<file path="src/rtl/av2_sched_pkg.sv">
// Shared types and helpers for the AV2 tile scheduler: FSM state encoding,
// legal tile-size range and the edge-tile clipping function.
package av2_sched_pkg;

  typedef enum logic [2:0] {
    ST_IDLE   = 3'd0,
    ST_LAUNCH = 3'd1,
    ST_RUN    = 3'd2,
    ST_NEXT   = 3'd3,
    ST_DONE   = 3'd4,
    ST_ERROR  = 3'd5
  } sched_state_e;

  localparam int unsigned TILE_LOG2_MIN = 4;
  localparam int unsigned TILE_LOG2_MAX = 6;

  function automatic logic [2:0] clamp_log2(input logic [2:0] l2);
    if (l2 < 3'(TILE_LOG2_MIN)) return 3'(TILE_LOG2_MIN);
    if (l2 > 3'(TILE_LOG2_MAX)) return 3'(TILE_LOG2_MAX);
    return l2;
  endfunction

  // Tiles on the right/bottom edge shrink to whatever remains of the frame.
  function automatic logic [15:0] clip_dim(input logic [15:0] t,
                                           input logic [15:0] dim,
                                           input logic [15:0] pos);
    logic [15:0] rem;
    rem = dim - pos;
    return (t < rem) ? t : rem;
  endfunction

endpackage

</file>
<file path="src/rtl/av2_sched_watchdog.sv">
// Per-job watchdog: counts enabled cycles since the last clear; expired_o flags
// the enabled cycle in which the count reaches LIMIT. Latency 0 on expired_o.
module av2_sched_watchdog #(
  parameter int unsigned WIDTH = 20,
  parameter int unsigned LIMIT = 10000
) (
  input  logic clk,
  input  logic rst_n,
  input  logic clr_i,
  input  logic en_i,
  output logic expired_o
);

  logic [WIDTH-1:0] cnt_q, cnt_d;

  always_comb begin
    cnt_d = cnt_q;
    if (clr_i) begin
      cnt_d = '0;
    end else if (en_i) begin
      cnt_d = cnt_q + WIDTH'(1);
    end
  end

  always_ff @(posedge clk or negedge rst_n) begin
    if (!rst_n) begin
      cnt_q <= '0;
    end else begin
      cnt_q <= cnt_d;
    end
  end

  assign expired_o = en_i && (cnt_q == WIDTH'(LIMIT - 1));

endmodule

</file>
<file path="src/rtl/av2_tile_scheduler.sv">
// Frame sequencer for the AV2 tile decoder: walks tiles in raster order, pulses tile_start,
// waits for tile_done under a watchdog. tile_start 1 cycle after frame_start, next tile 2 after tile_done.
module av2_tile_scheduler
  import av2_sched_pkg::*;
#(
  parameter int unsigned MAX_WIDTH  = 4096,
  parameter int unsigned MAX_HEIGHT = 2304,
  parameter int unsigned WDOG_WIDTH = 20,
  parameter int unsigned WDOG_LIMIT = 10000
) (
  input  logic        clk,
  input  logic        rst_n,
  input  logic        frame_start,
  input  logic        abort,
  input  logic [15:0] frame_width,
  input  logic [15:0] frame_height,
  input  logic [2:0]  tile_size_log2,
  output logic        tile_start,
  output logic [15:0] tile_x,
  output logic [15:0] tile_y,
  output logic [15:0] tile_w,
  output logic [15:0] tile_h,
  output logic [15:0] tile_idx,
  input  logic        tile_done,
  output logic        busy,
  output logic        frame_done,
  output logic        frame_error,
  output logic [31:0] frame_cycles
);

  sched_state_e state_q, state_d;

  logic [15:0] frm_w_q, frm_w_d;
  logic [15:0] frm_h_q, frm_h_d;
  logic [2:0]  log2_q, log2_d;
  logic [15:0] x_q, x_d;
  logic [15:0] y_q, y_d;
  logic [15:0] idx_q, idx_d;
  logic [15:0] tw_q, tw_d;
  logic [15:0] th_q, th_d;
  logic [31:0] fc_q, fc_d;

  logic        accept;
  logic        geom_ok;
  logic        wd_clr;
  logic        wd_en;
  logic        wd_expired;
  logic [16:0] tsz17;
  logic [16:0] nx17;
  logic [16:0] ny17;
  logic        row_wrap;
  logic        frame_last;

  assign accept  = (state_q == ST_IDLE) && frame_start;
  assign geom_ok = (frame_width != 16'd0) && (frame_height != 16'd0) &&
                   (frame_width <= 16'(MAX_WIDTH)) && (frame_height <= 16'(MAX_HEIGHT));

  // 17-bit sums so a tile ending exactly at MAX_WIDTH cannot wrap to zero.
  assign tsz17      = 17'd1 << log2_q;
  assign nx17       = {1'b0, x_q} + tsz17;
  assign ny17       = {1'b0, y_q} + tsz17;
  assign row_wrap   = nx17 >= {1'b0, frm_w_q};
  assign frame_last = row_wrap && (ny17 >= {1'b0, frm_h_q});

  assign wd_clr = (state_q == ST_LAUNCH);
  assign wd_en  = (state_q == ST_RUN) && !tile_done;

  av2_sched_watchdog #(
    .WIDTH (WDOG_WIDTH),
    .LIMIT (WDOG_LIMIT)
  ) u_wdog (
    .clk       (clk),
    .rst_n     (rst_n),
    .clr_i     (wd_clr),
    .en_i      (wd_en),
    .expired_o (wd_expired)
  );

  always_ff @(posedge clk or negedge rst_n) begin
    if (!rst_n) begin
      state_q <= ST_IDLE;
    end else begin
      state_q <= state_d;
    end
  end

  always_comb begin
    state_d = state_q;
    unique case (state_q)
      ST_IDLE: begin
        if (frame_start) state_d = geom_ok ? ST_LAUNCH : ST_ERROR;
      end
      ST_LAUNCH: state_d = ST_RUN;
      ST_RUN: begin
        if (tile_done)       state_d = ST_NEXT;
        else if (wd_expired) state_d = ST_ERROR;
      end
      ST_NEXT:  state_d = frame_last ? ST_DONE : ST_LAUNCH;
      ST_DONE:  state_d = ST_IDLE;
      ST_ERROR: state_d = ST_IDLE;
      default:  state_d = ST_IDLE;
    endcase
    // abort overrides every in-flight transition, including tile_done and expiry
    if (abort && (state_q != ST_IDLE)) state_d = ST_IDLE;
  end

  always_comb begin
    logic [15:0] tsz_d;
    frm_w_d = frm_w_q;
    frm_h_d = frm_h_q;
    log2_d  = log2_q;
    x_d     = x_q;
    y_d     = y_q;
    idx_d   = idx_q;
    tw_d    = tw_q;
    th_d    = th_q;
    fc_d    = fc_q;
    tsz_d   = 16'd0;

    if (accept) begin
      frm_w_d = frame_width;
      frm_h_d = frame_height;
      log2_d  = clamp_log2(tile_size_log2);
      if (geom_ok) begin
        x_d   = 16'd0;
        y_d   = 16'd0;
        idx_d = 16'd0;
        fc_d  = 32'd0;
      end
    end else if ((state_q == ST_NEXT) && (state_d == ST_LAUNCH)) begin
      // position only advances into a real LAUNCH so outputs stay on the last tile
      idx_d = idx_q + 16'd1;
      if (row_wrap) begin
        x_d = 16'd0;
        y_d = ny17[15:0];
      end else begin
        x_d = nx17[15:0];
      end
    end

    if (state_q != ST_IDLE) fc_d = fc_q + 32'd1;

    if (state_d == ST_LAUNCH) begin
      tsz_d = 16'd1 << log2_d;
      tw_d  = clip_dim(tsz_d, frm_w_d, x_d);
      th_d  = clip_dim(tsz_d, frm_h_d, y_d);
    end
  end

  always_ff @(posedge clk or negedge rst_n) begin
    if (!rst_n) begin
      frm_w_q <= 16'd0;
      frm_h_q <= 16'd0;
      log2_q  <= 3'd0;
      x_q     <= 16'd0;
      y_q     <= 16'd0;
      idx_q   <= 16'd0;
      tw_q    <= 16'd0;
      th_q    <= 16'd0;
      fc_q    <= 32'd0;
    end else begin
      frm_w_q <= frm_w_d;
      frm_h_q <= frm_h_d;
      log2_q  <= log2_d;
      x_q     <= x_d;
      y_q     <= y_d;
      idx_q   <= idx_d;
      tw_q    <= tw_d;
      th_q    <= th_d;
      fc_q    <= fc_d;
    end
  end

  always_comb begin
    tile_start  = (state_q == ST_LAUNCH);
    busy        = (state_q == ST_LAUNCH) || (state_q == ST_RUN) || (state_q == ST_NEXT);
    frame_done  = (state_q == ST_DONE);
    frame_error = (state_q == ST_ERROR);
  end

  assign tile_x       = x_q;
  assign tile_y       = y_q;
  assign tile_w       = tw_q;
  assign tile_h       = th_q;
  assign tile_idx     = idx_q;
  assign frame_cycles = fc_q;

endmodule

</file>
<file path="config.mk">
export PLATFORM = sky130hd
export DESIGN_NAME = av2_tile_scheduler
export DESIGN_NICKNAME = d
export VERILOG_FILES = /design/src/rtl/av2_sched_pkg.sv /design/src/rtl/av2_sched_watchdog.sv /design/src/rtl/av2_tile_scheduler.sv
export SDC_FILE = /design/constraint.sdc
export NUM_CORES = 1
export LEC_CHECK = 0
export CAP_MARGIN = 15
export CORE_AREA = 2 2 141 177
export CTS_CLUSTER_DIAMETER = 30
export DETAILED_ROUTE_END_ITERATION = 8
export DIE_AREA = 0 0 143 179
export PLACE_DENSITY = 0.72
export SLEW_MARGIN = 20
export SYNTH_ARGS = -nofsm -noshare
export SYNTH_HDL_FRONTEND = slang
export SYNTH_SLANG_ARGS = --single-unit
export TNS_END_PERCENT = 30
</file>
<file path="constraint.sdc">
create_clock -name clk -period 9.3 [get_ports clk]
set_input_delay 1.86 -clock clk [delete_from_list [all_inputs] [get_ports clk]]
set_output_delay 1.86 -clock clk [all_outputs]
set_load 0.02 [all_outputs]
</file>
## After elaboration in Yosys (flattened, before gate mapping)

Index checks and enable logic that the tools add are counted.

| storage, ports and cells | value |
|---|---|
| output and inout bits | 116 |
| flip-flop bits (word level) | 170 |
| bits of input ports | 40 |
| word-level logic and storage cells | 95 |

| cells by class | value |
|---|---|
| mux-type cells | 37 |
| magnitude comparators | 8 |
| eq/ne operators | 8 |
| shift operators | 2 |
| reduce and logical (&&, ||, !) cells | 22 |
| add/subtract/negate cells | 7 |

Operators with widths:

| operator | number |
|---|---|
| 16-bit two-way mux | 15 |
| 32-bit two-way mux | 3 |
| 20-bit two-way mux | 2 |
| 16-bit by 17-bit adder with 17-bit output | 2 |
| 17-bit by 16-bit >= comparator with 1-bit output | 2 |
| 3-bit two-way mux | 11 |
| 32-bit by 1-bit adder with 32-bit output (second input constant) | 1 |
| 16-bit less-than comparator | 2 |
| 16-bit nonzero test | 2 |
| 16-bit subtractor | 2 |
| 20-bit by 1-bit adder with 20-bit output (second input constant) | 1 |
| 20-bit by 14-bit equality test with 1-bit output (second input constant) | 1 |
| 1-bit by 3-bit << shifter with 17-bit output (first input constant) | 1 |
| 16-bit by 1-bit adder with 16-bit output (second input constant) | 1 |
| 16-bit by 12-bit <= comparator with 1-bit output (second input constant) | 1 |
| 16-bit by 13-bit <= comparator with 1-bit output (second input constant) | 1 |
| 1-bit by 3-bit << shifter with 16-bit output (first input constant) | 1 |
| 3-bit one-hot mux with 4 select lines | 1 |
| 1-bit logical AND | 9 |
| 2-bit nonzero test | 4 |
| 3-bit by 1-bit equality test with 1-bit output (second input constant) | 2 |
| 3-bit by 2-bit equality test with 1-bit output (second input constant) | 2 |
| 3-bit equality test (second input constant) | 2 |
| 1-bit two-way mux | 5 |
| 8 further kinds | 10 |

## Longest topological paths before layout

| logic depth | value |
|---|---|
| depth after elaboration | 15 |
| depth in mapped cells | 43 |
| mapped depth without buffers | 39 |

## Modules after synthesis

Synthesis repeated with hierarchy kept, for this count alone.

| unflattened totals | value |
|---|---|
| cells, all modules | 1386 |
| area total of the unflattened synthesis | 11964.0 um^2 |

By module, submodules not included:

| module | seq. area each (um^2) | area each (um^2) | times used | cells an instance |
|---|---|---|---|---|
| av2_tile_scheduler | 3753.6 | 10879.2 | 1 | 1269 |
| av2_sched_watchdog | 500.5 | 1084.8 | 1 | 117 |

## Least setup slack after synthesis

OpenSTA, ideal clock, no wires.

| path | value |
|---|---|
| path type | register to register |
| start | register log2_q[0] |
| end | register th_q[4] (netlist: tile_h[4]) |
| cell stages (with the launch flop) | 43 |
| setup time | 0.081 ns |
| buffers on the path | 4 |
| arrival time | 7.965 ns |
| path slack | 1.254 ns |
| clock period less this slack | 8.046 ns |
| required time | 9.219 ns |
| path through | dfrtp_1 > buf_2 > buf_2 > nor3_1 > ha_1 > fa_1 > a21oi_1 > nor2_1 > o211ai_1 > a21boi_0 > o21a_1 > o211ai_1 > nor2_1 > xnor2_1 > inv_1 > ha_1 > a21o_1 > a21oi_1 > [7 not listed] > ha_1 > inv_1 > fa_1 > a21o_1 > a21oi_1 > o21bai_1 > a21oi_1 > xor2_1 > ha_1 > nand4_1 > a221oi_1 > a211oi_1 > nor4_1 > nand3_1 > a2111o_1 > buf_6 > a211o_1 > o211ai_2 |

| on the way | value |
|---|---|
| word-level cells in the longest chain between the ends | 14 |
| elaborated cells on any way between the ends | 19 |
| those cells by class | 3 x add/sub; 3 x order compare; 1 x eq/ne; 2 x shift; 8 x mux; 2 x reduce/logical |

Ends and longest elaborated chain:

| element | line | RTL |
|---|---|---|
| from (decl) | av2_tile_scheduler.sv:35 | `logic [2:0] log2_q, log2_d;` |
| from (signal assigned) | av2_tile_scheduler.sv:164 | `log2_q <= log2_d;` |
| 1-bit by 3-bit << shifter with 17-bit output (*) | av2_tile_scheduler.sv:59 | `assign tsz17 = 17'd1 << log2_q;` |
| 16-bit by 17-bit adder with 17-bit output, on equally long branches | av2_tile_scheduler.sv:60, av2_tile_scheduler.sv:61 |  |
| 17-bit by 16-bit >= comparator with 1-bit output, on equally long branches | av2_tile_scheduler.sv:62, av2_tile_scheduler.sv:63 |  |
| 1-bit logical AND | av2_tile_scheduler.sv:63 | `assign frame_last = row_wrap && (ny17 >= {1'b0, frm_h_q});` |
| 3-bit two-way mux | av2_tile_scheduler.sv:98 | `ST_NEXT: state_d = frame_last ? ST_DONE : ST_LAUNCH;` |
| 3-bit one-hot mux with 4 select lines | av2_tile_scheduler.sv:89 | `unique case (state_q)` |
| 3-bit two-way mux | av2_tile_scheduler.sv:104 | `if (abort && (state_q != ST_IDLE)) state_d = ST_IDLE;` |
| 3-bit by 1-bit equality test with 1-bit output | av2_tile_scheduler.sv:130 | `end else if ((state_q == ST_NEXT) && (state_d == ST_LAUNCH)) begin` |
| 1-bit logical AND | av2_tile_scheduler.sv:130 |  |
| 16-bit two-way mux (*) | av2_tile_scheduler.sv:130 |  |
| 16-bit two-way mux (*) | av2_tile_scheduler.sv:120 | `if (accept) begin` |
| via y_d[0] | av2_tile_scheduler.sv:37 | `logic [15:0] y_q, y_d;` |
| 16-bit subtractor (*) | av2_sched_pkg.sv:28 | `rem = dim - pos;` |
| 16-bit less-than comparator | av2_sched_pkg.sv:29 | `return (t < rem) ? t : rem;` |
| 16-bit two-way mux (*) | av2_sched_pkg.sv:29 |  |
| to (signal assigned) | av2_tile_scheduler.sv:169 | `th_q <= th_d;` |
| to (decl) | av2_tile_scheduler.sv:40 | `logic [15:0] th_q, th_d;` |

Mark *: on every way through the listed nets, which the timed path passes. The rest lies on a longest branch.
A chain may end at the register's enable or synchronous reset.

## Worst setup path in the final report

| path | value |
|---|---|
| start | register log2_q[1] |
| end | register th_q[6] (netlist: tile_h[6]) |

Same word-level chain as after synthesis.

==> results_tabular.tex <==
\begin{tabular}{lr}
\hline
Metric & Value \\
\hline
\multicolumn{2}{l}{\textbf{Final layout}} \\
\quad Post-synthesis to final-layout area growth & 22.9\% \\
\quad Proportion of layout cells with a drive suffix above 1 & 6.26\% \\
\quad Fin nets & 1636 \\
\quad Post-route insts no fill & 1849 \\
\quad Commonest non-fill, non-tap cells in the layout & sky130\_fd\_sc\_hd\_\_dfrtp\_1, sky130\_fd\_sc\_hd\_\_clkdlybuf4s50\_1, sky130\_fd\_sc\_hd\_\_nand2\_1 \\
\quad Share of the core filled with cells & 58.9\% \\
\quad Most common library cell in the layout ignoring fill and taps & sky130\_fd\_sc\_hd\_\_dfrtp\_1 \\
\multicolumn{2}{l}{\textbf{Detailed routing}} \\
\quad DR DRC count & 0 \\
\quad Via-per-instance ratio & 5.70 \\
\quad Number of DRC violations after detailed-routing iteration 0 & 719 \\
\quad WL final & 31.8 mm \\
\quad Antenna Violating Nets Remaining & 0 \\
\quad Length of the first detailed-routing pass in iterations & 5 \\
\quad Total number of vias & 10540 \\
\quad Wire per inst & 17.2 um \\
\multicolumn{2}{l}{\textbf{Logic synthesis}} \\
\quad Post-Synth Adder-Cell Area & 10.1\% \\
\quad Net count of the mapped netlist & 1487 \\
\quad Number of synthesized register bits & 170 \\
\quad Synth Warn \# & 0 \\
\quad Average cell area after synthesis & 8.52 um\^{}2 \\
\quad Share of synthesized flip-flops with an asynchronous set or reset & 100\% \\
\quad Mux contribution to synthesized area & 1.47\% \\
\quad Dominant combinational cell family by area after synthesis & simple AND/OR/NAND/NOR gates \\
\quad Unique cell type count in the Yosys netlist & 75 \\
\quad Top\_reg\_cell synth & sky130\_fd\_sc\_hd\_\_dfrtp\_1 \\
\quad Synthesized-area fraction occupied by xor and xnor cells & 6.21\% \\
\quad Post-synth EDFFs & 0 \\
\quad Cell count after synthesis & 1356 \\
\quad Complex-gate fraction of the synthesized area & 17.8\% \\
\quad Synthesized area & 0.0116 mm\^{}2 \\
\quad Sequential fraction of the synthesis area & 36.8\% \\
\quad Simple-gate portion of the synthesized area & 22.2\% \\
\multicolumn{2}{l}{\textbf{Pwr}} \\
\quad Leakage & 6.51 nW \\
\quad Cell Pwr Density & 261 mW/mm\^{}2 \\
\quad Peak supply drop & 0.180 mV \\
\quad Total power draw & 3.71 mW \\
\multicolumn{2}{l}{\textbf{CTS}} \\
\quad CTS tree & done \\
\quad H-tree lvl count & 4 \\
\quad Clock-pin slew reported for the worst setup and hold paths after clock tree synthesis & 0.07 ns \\
\quad Worst skew pair latency & 0.45 ns \\
\quad Maximum number of buffers from clock root to sink & 2 \\
\quad Cts hold-fix bufs & 0 \\
\quad Number of buffers added by the clock tree synthesis step & 17 \\
\quad CTS sink cnt & 170 \\
\quad Root cell of the clock tree & sky130\_fd\_sc\_hd\_\_clkbuf\_16 \\
\multicolumn{2}{l}{\textbf{Global routing}} \\
\quad Via count of the first global-routing pass & 9988 \\
\quad Overall overflow remaining after global route & 0 \\
\quad Wire length of the first global-routing pass & 50.8 mm \\
\quad Largest net degree at the start of global routing & 95 \\
\quad Initial antenna violation count & 1 \\
\quad Global router's overall resource usage & 25.2\% \\
\multicolumn{2}{l}{\textbf{Floorplan}} \\
\quad Die span in x & 143 um \\
\quad Die extent in y & 179 um \\
\quad Row count & 64 \\
\quad Total Die Area & 0.0256 mm\^{}2 \\
\quad IO Pins & 156 \\
\quad Initial cell density of the core & 47.9\% \\
\quad Core area & 0.0241 mm\^{}2 \\
\multicolumn{2}{l}{\textbf{Timing}} \\
\quad Final count of pins violating max slew & 0 \\
\quad Final setup violation count & 0 \\
\quad Maximum achievable frequency & 0.117 GHz \\
\quad Part of the cycle the worst path needs & 92.2\% \\
\quad Min cycle time layout & 8.58 ns \\
\quad Setup TNS Final & 0 ns \\
\quad Hold violation count in the final report & 0 \\
\quad Actual slew at the worst max-slew pin & 0.975 ns \\
\quad Normalized max-slew margin & 35.0\% \\
\quad Final setup skew & 0.00923 ns \\
\quad Unrepaired setup endpoints after global routing & false \\
\multicolumn{2}{l}{\textbf{Setup path}} \\
\quad Crit start category & flop \\
\quad Critical Setup Path Class & reg2reg \\
\quad Slowest cell on the critical path & sky130\_fd\_sc\_hd\_\_or4\_1 \\
\quad Worst Path Required & 9.67 ns \\
\quad Max stage delay on crit path & 0.50 ns \\
\quad Critical path peak fanout & 11 \\
\quad CP Data Arrival Time & 8.95 ns \\
\quad Critical Path End Type & flop \\
\multicolumn{2}{l}{\textbf{Status}} \\
\quad Outcome & finished, final reports clean \\
\multicolumn{2}{l}{\textbf{Placement}} \\
\quad Placed cell count & 1810 \\
\quad Routability congestion estimate & 0.992 \\
\quad PortBufs & 155 \\
\quad DPL Wire Length & 24.1 mm \\
\multicolumn{2}{l}{\textbf{Hold path}} \\
\quad Hold crit path type & reg2reg \\
\multicolumn{2}{l}{\textbf{Job}} \\
\quad Max Cap Viol & 0 \\
\hline
\end{tabular}
## layer usage
| layer | routed length (um) | vias to the layer above | track usage [%] |
|---|---|---|---|
| met2 | 15600 | 265 | 43.0 |
| met4 | 1060 | 0 | 10.6 |
| met3 | 1280 | 64 | 3.39 |
| li1 | - | 5098 | - |
| met5 | 0 | - | 0 |
| met1 | 13800 | 5113 | 32.1 |
## worst paths after layout
path	start	to	slack, ns	cells past startpoint
hold / removal	tile_h[9]	tile_h[9]	0.49	1
setup reg to reg	log2_q[1]	tile_h[6]	0.72	39
hold reg to reg	tile_h[9]	tile_h[9]	0.49	1
max in group asynchronous	rst_n	tile_idx[13]	6.25	2
setup / recovery	log2_q[1]	tile_h[6]	0.72	39
min in group asynchronous	rst_n	tile_w[0]	1.50	1
## sequential cells by signal (all words and copies together) (netlist names)
name          flops
frm_h_q          16
frame_cycles     32
state_q           3
tile_h           16
tile_w           16
tile_idx         16
frm_w_q          16
log2_q            3
u_wdog.cnt_q     20
tile_y           16
tile_x           16
## synthesized netlist by cell type, drive strengths merged (5+ instances only)
library cell	number	area [um^2]
inv	103	387
ha	87	1090
clkbuf	35	131
o21a	17	128
mux2i	11	110
nor3b	5	42.5
xor2	34	298
or3	6	37.5
buf	17	98.8
nand4	28	175
dfrtp	170	4250
a211o	6	52.6
nor4	13	81.3
and4	6	52.6
nand3	77	395
o211ai	15	133
a21oi	68	352
nand2	138	518
and3	23	144
a22oi	7	52.6
o21ai	104	520
nand2b	17	114
nor2	126	475
nor3	25	125
o31a	8	70.1
a211oi	10	75.1
o31ai	10	75.1
and2	26	163
a21o	20	150
nor2b	10	70.1
o21bai	5	37.5
a31oi	13	81.3
mux2	5	60.1
a21boi	8	60.1
or2	9	56.3
xnor2	48	420
## kinds of logic (layout without fill, tap and decap cells)
group | Yosys count | after routing
buf+inv | 155 | 316
compound gates | 321 | 322
fa+ha+maj | 91 | 91
mux | 16 | 16
other cells | 0 | 1
simple gates | 521 | 521
flops | 170 | 170
xor+xnor | 82 | 82
## report_power, final
group / internal [mW] / switching, mW
sequential: 0.870 / 0.0967
combinational: 0.767 / 1.18
clock: 0.476 / 0.319
## worst max-delay path, delay by kind of cell (launching register included)
family / cells / cell delay, ns
AO/OA/AOI/OAI: 16 / 3.55
XOR/XNOR: 2 / 0.50
adder cells (fa/ha/maj): 6 / 1.79
buffers and inverters: 4 / 0.48
flip-flops: 1 / 0.48
AND/OR/NAND/NOR: 11 / 1.67
## metrics by stage
step	instance area (um^2)	setup WS [ns]	hold slack [ns]
6_report	14200	0.724	0.485
3_3_place_gp	13500	0.558	0.470
2_1_floorplan	11600	1.25	0.485
4_1_cts	14100	0.403	0.491
3_5_place_dp	13500	0.451	0.470
5_1_grt	14200	0.0327	0.510
## area by class of cell
cell class / instances / area [um^2]
Fill cell: 2099 / 9900
Multi-Input combinational cell: 1032 / 6730
Sequential cell: 170 / 4260
Timing Repair Buffer: 181 / 1760
Clock buffer: 21 / 470
Tap cell: 330 / 413
Inverter: 103 / 387
Clock inverter: 11 / 180
Antenna cell: 1 / 2.50
## what timing repair did
action	4_1_cts	5_1_grt
setup buffers	0	5
endpoints found under the setup margin	0	13
resized for setup	0	9
Note: power is estimated with default switching activity, not from simulation.
